===== config.mk =====
export PLATFORM = sky130hd
export DESIGN_NAME = tmr_input_conditioner
export DESIGN_NICKNAME = d
export VERILOG_FILES = /design/src/rtl/tmr_input_conditioner.sv
export SDC_FILE = /design/constraint.sdc
export NUM_CORES = 1
export LEC_CHECK = 0
export ABC_CLOCK_PERIOD_IN_PS = 1600
export CAP_MARGIN = 5
export CELL_PAD_IN_SITES_DETAIL_PLACEMENT = 0
export CELL_PAD_IN_SITES_GLOBAL_PLACEMENT = 1
export CORE_ASPECT_RATIO = 1.75
export CORE_MARGIN = 5
export CORE_UTILIZATION = 41
export CTS_BUF_LIST = sky130_fd_sc_hd__clkbuf_4 sky130_fd_sc_hd__clkbuf_8
export DETAILED_ROUTE_END_ITERATION = 6
export HOLD_SLACK_MARGIN = 0.03
export PLACE_DENSITY = 0.86
export SLEW_MARGIN = 25
export SYNTH_ARGS = -nofsm -noshare
export SYNTH_HDL_FRONTEND = slang
export SYNTH_SLANG_ARGS = --single-unit
export TNS_END_PERCENT = 50

===== constraint.sdc =====
create_clock -name clk -period 1.6 [get_ports clk]
set_input_delay 0.4 -clock clk [delete_from_list [all_inputs] [get_ports clk]]
set_output_delay 0.4 -clock clk [all_outputs]
set_load 0.05 [all_outputs]

===== src/rtl/tmr_input_conditioner.sv =====
// -----------------------------------------------------------------------------
// tmr_input_conditioner
//
// Front end for a 3-input majority voter. Each of three redundant raw lanes
// goes through its own synchroniser and debouncer. The stable results are
// presented as a/b/c. An agreement monitor watches the debounced lanes. It
// raises a sticky mismatch fault when a single lane is the odd one out for
// MISMATCH_LIMIT consecutive cycles. The monitor only reports; it never alters
// a/b/c.
//
// Parameters
//   SYNC_STAGES      flops per lane synchroniser (>= 2)
//   DEBOUNCE_CYCLES  cycles a synchronised change must persist (>= 1)
//   MISMATCH_LIMIT   consecutive same-lane disagreement cycles to fault (>= 1)
//
// Ports
//   clk          rising-edge clock
//   rst          synchronous, active-high reset
//   raw_a/b/c    raw lane inputs, asynchronous to clk
//   clear_fault  one-cycle pulse, clears a latched fault
//   a/b/c        debounced lanes
//   agree        combinational a==b==c
//   mismatch     sticky fault flag
//   fault_lane   lane latched at fault: 0 none, 1 A, 2 B, 3 C
//   fault_count  saturating count of fault entries (only with the macro below)
//
// Build option: define TMR_FAULT_COUNT_EN to add the fault_count port/counter.
// -----------------------------------------------------------------------------
module tmr_input_conditioner #(
    parameter int SYNC_STAGES     = 2,
    parameter int DEBOUNCE_CYCLES = 4,
    parameter int MISMATCH_LIMIT  = 8
) (
    input  logic       clk,
    input  logic       rst,
    input  logic       raw_a,
    input  logic       raw_b,
    input  logic       raw_c,
    input  logic       clear_fault,
    output logic       a,
    output logic       b,
    output logic       c,
    output logic       agree,
    output logic       mismatch,
`ifdef TMR_FAULT_COUNT_EN
    output logic [1:0] fault_lane,
    output logic [7:0] fault_count
`else
    output logic [1:0] fault_lane
`endif
);

    localparam int DB_W  = $clog2(DEBOUNCE_CYCLES + 1);
    localparam int CNT_W = $clog2(MISMATCH_LIMIT + 1);

    typedef enum logic [1:0] {
        ST_AGREE    = 2'd0,
        ST_DISAGREE = 2'd1,
        ST_FAULT    = 2'd2
    } state_t;

    logic [2:0] raw_vec;
    logic [2:0] lane_out;

    assign raw_vec = {raw_c, raw_b, raw_a};

    // ---------------- per-lane synchroniser + debouncer ----------------
    genvar gi;
    generate
        for (gi = 0; gi < 3; gi++) begin : g_lane
            logic [SYNC_STAGES-1:0] sync_q, sync_d;
            logic [DB_W-1:0]        db_cnt_q, db_cnt_d;
            logic                   out_q, out_d;
            logic                   s;

            assign s = sync_q[SYNC_STAGES-1];

            always_comb begin
                sync_d   = {sync_q[SYNC_STAGES-2:0], raw_vec[gi]};
                out_d    = out_q;
                db_cnt_d = db_cnt_q;
                if (s == out_q) begin
                    db_cnt_d = '0;
                end else if (db_cnt_q == DB_W'(DEBOUNCE_CYCLES - 1)) begin
                    // This edge is the DEBOUNCE_CYCLES-th consecutive one with s != out.
                    out_d    = s;
                    db_cnt_d = '0;
                end else begin
                    db_cnt_d = db_cnt_q + DB_W'(1);
                end
            end

            always_ff @(posedge clk) begin
                if (rst) begin
                    sync_q   <= '0;
                    db_cnt_q <= '0;
                    out_q    <= 1'b0;
                end else begin
                    sync_q   <= sync_d;
                    db_cnt_q <= db_cnt_d;
                    out_q    <= out_d;
                end
            end

            assign lane_out[gi] = out_q;
        end
    endgenerate

    assign a     = lane_out[0];
    assign b     = lane_out[1];
    assign c     = lane_out[2];
    assign agree = (lane_out[0] == lane_out[1]) && (lane_out[1] == lane_out[2]);

    // With three binary lanes, any disagreement has exactly one odd lane out.
    logic [1:0] minority;
    always_comb begin
        minority = 2'd0;
        if (!agree) begin
            if (lane_out[0] == lane_out[1])      minority = 2'd3;
            else if (lane_out[0] == lane_out[2]) minority = 2'd2;
            else                                 minority = 2'd1;
        end
    end

    // ---------------- agreement monitor ----------------
    state_t           state_q, state_d;
    logic [CNT_W-1:0] cnt_q, cnt_d;
    logic [1:0]       cur_lane_q, cur_lane_d;
    logic             mismatch_q, mismatch_d;
    logic [1:0]       fault_lane_q, fault_lane_d;

    always_comb begin
        state_d      = state_q;
        cnt_d        = cnt_q;
        cur_lane_d   = cur_lane_q;
        mismatch_d   = mismatch_q;
        fault_lane_d = fault_lane_q;
        case (state_q)
            ST_AGREE: begin
                if (!agree) begin
                    cur_lane_d = minority;
                    cnt_d      = CNT_W'(1);
                    if (MISMATCH_LIMIT == 1) begin
                        // The first disagreeing edge already meets the limit.
                        state_d      = ST_FAULT;
                        mismatch_d   = 1'b1;
                        fault_lane_d = minority;
                    end else begin
                        state_d = ST_DISAGREE;
                    end
                end
            end
            ST_DISAGREE: begin
                if (agree) begin
                    state_d = ST_AGREE;
                    cnt_d   = '0;
                end else if (minority != cur_lane_q) begin
                    // A different lane is now the odd one: restart the run.
                    cur_lane_d = minority;
                    cnt_d      = CNT_W'(1);
                end else begin
                    // Leaving for FAULT at LIMIT-1 keeps cnt from passing LIMIT.
                    cnt_d = cnt_q + CNT_W'(1);
                    if (cnt_q == CNT_W'(MISMATCH_LIMIT - 1)) begin
                        state_d      = ST_FAULT;
                        mismatch_d   = 1'b1;
                        fault_lane_d = cur_lane_q;
                    end
                end
            end
            ST_FAULT: begin
                if (clear_fault) begin
                    state_d      = ST_AGREE;
                    mismatch_d   = 1'b0;
                    fault_lane_d = 2'd0;
                    cnt_d        = '0;
                end
            end
            default: begin
                state_d = ST_AGREE;
            end
        endcase
    end

    always_ff @(posedge clk) begin
        if (rst) begin
            state_q      <= ST_AGREE;
            cnt_q        <= '0;
            cur_lane_q   <= 2'd0;
            mismatch_q   <= 1'b0;
            fault_lane_q <= 2'd0;
        end else begin
            state_q      <= state_d;
            cnt_q        <= cnt_d;
            cur_lane_q   <= cur_lane_d;
            mismatch_q   <= mismatch_d;
            fault_lane_q <= fault_lane_d;
        end
    end

    assign mismatch   = mismatch_q;
    assign fault_lane = fault_lane_q;

`ifdef TMR_FAULT_COUNT_EN
    // Counts every entry into FAULT; clear_fault leaves it alone.
    logic [7:0] fault_count_q, fault_count_d;
    logic       enter_fault;

    assign enter_fault = (state_d == ST_FAULT) && (state_q != ST_FAULT);

    always_comb begin
        fault_count_d = fault_count_q;
        if (enter_fault && (fault_count_q != 8'hFF)) begin
            fault_count_d = fault_count_q + 8'd1;
        end
    end

    always_ff @(posedge clk) begin
        if (rst) begin
            fault_count_q <= 8'd0;
        end else begin
            fault_count_q <= fault_count_d;
        end
    end

    assign fault_count = fault_count_q;
`endif

endmodule


==> run summary <==
run status -> finished with violations
failing checks -> setup timing
WS Path Type -> reg -> out
sequential share of the synthesized area -> 0.394
Least-Margin Pin Slew -> 0.316 ns
DRT Wirelength -> 3.20 mm
global placer's final weighted congestion -> 0.770
starting density of the core -> 0.429
synthesis-to-finish area growth -> 38.8%
Slew HR -> 0.786
Routed Antenna Nets -> 0
Crit path largest cell delay -> 0.39 ns
HPWL after DPL -> 2.30 mm
critical path endpoint category -> primary output
RSZ-0062 raised after global routing -> true
busiest layer in global routing -> met2
worst path cell trace -> or3_4 > and2_4 > clkinv_8 > buf_12
clk slew on worst S/H paths -> 0.06 ns
commonest non-fill, non-tap cell in the layout -> dfxtp_1
Worst EP required -> 1.20 ns
clk buf depth -> 2
DRC -> 0
worst hold slack -> 0.422 ns
area of the multi-input gates -> 882 um^2
largest net degree at the start of global routing -> 14
GR Util All Layers -> 0.141
Root Buffer -> clkbuf_8
final hold viol count -> 0
clk_lat worst skew -> 0.29 ns
Final Cell Area -> 2040 um^2
CTS tree -> built
Placed Cells -> 222
DR iter-0 viols -> 9
initial antenna violation count -> 0
fin nets -> 210
H-tree Lvls -> 2
post-synth cell types -> 39
Post-synth EDFFs -> 0
gr ovfl total -> 0
Num CTS Buffers -> 5
Leak -> 0.781 nW
post-synth top area share -> 0.394
Worst Hold Class -> reg -> reg
cell count after synthesis -> 161
Synth Net Count -> 179
die area -> 4940 um^2
Synth Cell Area -> 1470 um^2
maximum vdd drop -> 0.531 mV
Final Slew Violations -> 0
Max Fanout on Critical Path -> 2
commonest non-fill, non-tap cells in the layout -> dfxtp_1, nor2_1, buf_4
power per cell area -> 871 nW/um^2
met1 GRT Util -> 0.134
CP max stage cell -> or3_4
worst path arrival time -> 1.36 ns
met2 usage -> 0.274
fin crit share -> 1.10
die height -> 89.3 um
register area -> 596 um^2
Port Buf Inserts -> 12
MaxCap Viol Count -> 0
Worst setup SP type -> flip-flop
drt first pass iters -> 4
Vias/cell -> 5.03
Warnings, synthesis -> 0
CORE AREA -> 3430 um^2
Top Ports -> 13
fill cell count -> 321
WL/cell -> 13.4 um
minimum clock period after layout -> 1.76 ns
routed via count -> 1,197
# rows -> 28
mean post-synth cell area -> 9.15 um^2
ys flop type -> dfxtp_1
Area contributors post-synth -> dfxtp_1, ha_1, nor2_1
met3 usage -> 0.0419
# diodes -> 0
layout cells sized above 1 -> 0.316
Final Non-Filler Cells -> 238
final setup violation count -> 8
register bit total from synthesis -> 29
clock skew -> 0.00387 ns
Final WS setup -> -0.159 ns
CTS Sinks -> 29
Peak Freq -> 0.568 GHz
Die X -> 55.3 um
post-synth top area cell -> dfxtp_1
first-pass GRT wire length -> 5.42 mm
ys async rst share -> 0
DP Area -> 1790 um^2
number of global-route vias before repair -> 1,271
[synthesized netlist by cell type, types with 4 or more instances]
cell type and n:
dfxtp_1 29, a31oi_1 4, nand3_1 13, xnor2_1 5, clkbuf_1 4, inv_1 8, nand2_1 10, ha_1 12
nor2b_1 9, nor2_1 23
[path summary, 6_finish.rpt]
path,startpoint,to,cells past startpoint,slack [ns]
worst max-delay path,c,agree,4,-0.16
worst max register to register,a,state_q[1],6,-0.11
worst min register to register,g_lane[2].db_cnt_q[0],g_lane[2].db_cnt_q[0],1,0.42
worst min-delay path,g_lane[2].db_cnt_q[0],g_lane[2].db_cnt_q[0],1,0.42
[power by group]
part | internal, mW | total, mW | leakage (nW) | switching, mW
combinational | 0.114 | 0.228 | 0.485 | 0.114
sequential | 0.740 | 0.757 | 0.239 | 0.0165
clock | 0.506 | 0.795 | 0.0574 | 0.290
total | 1.36 | 1.78 | 0.781 | 0.420
[critical path, delay by kind of cell, from the launching register on]
kind | cells | cell delay (ns)
and+or+nand+nor | 2 | 0.56
buffers and inverters | 2 | 0.17
DFF | 1 | 0.34
[logic make-up after synthesis]
kind of cell	after synthesis	share of synthesized area
AOI/OAI and AO/OA	21	0.117
xor gates and xnor gates	7	0.0467
adders and majority gates	12	0.102
buffers and inverters	16	0.0552
DFF	29	0.394
muxes	4	0.0306
and+or+nand+nor	72	0.254
[timing repair]
item                                    in CTS  in global routing
gates resized for setup                      4                 15
endpoints found under the setup margin       3                 13
hold buffers                                 0                  0
buffers inserted                             5                  3
pin swaps                                    4                 13
[per-stage QoR]
step / power [mW] / setup TNS [ns] / worst slack, ns / util
6_report: 1.78 / -0.675 / -0.159 / 0.595
5_1_grt: 1.85 / -1.22 / -0.186 / 0.595
4_1_cts: 1.76 / -0.450 / -0.173 / 0.573
3_5_place_dp: 0.965 / -0.501 / -0.132 / 0.522
3_3_place_gp: 0.960 / -0.312 / -0.0839 / 0.522
2_1_floorplan: 0.905 / -0.238 / -0.144 / -
[cell type report]
class	count	area share
clock buffers	6	0.0404
clock inverters	2	0.0184
inverters	9	0.0226
multi-input cells	116	0.431
flip-flops and latches	29	0.291
well taps	45	0.0275
repair buffers	31	0.168
[layer usage]
metal | routed length, um | share of wire | vias to the layer above
met5 | 0 | 0 | -
met4 | 93 | 0.029 | 0
li1 | - | - | 608
met3 | 120 | 0.038 | 8
met2 | 1730 | 0.54 | 17
met1 | 1260 | 0.39 | 564
[registers in the layout, summed over array words and instances, names as in the netlist]
name	count
g_lane.db_cnt_q	9
g_lane.sync_q	6
cnt_q	4
cur_lane_q	2
fault_lane	2
state_q	2
a	1
b	1
c	1
mismatch	1
No activity file was read; power rests on OpenSTA's default activity.
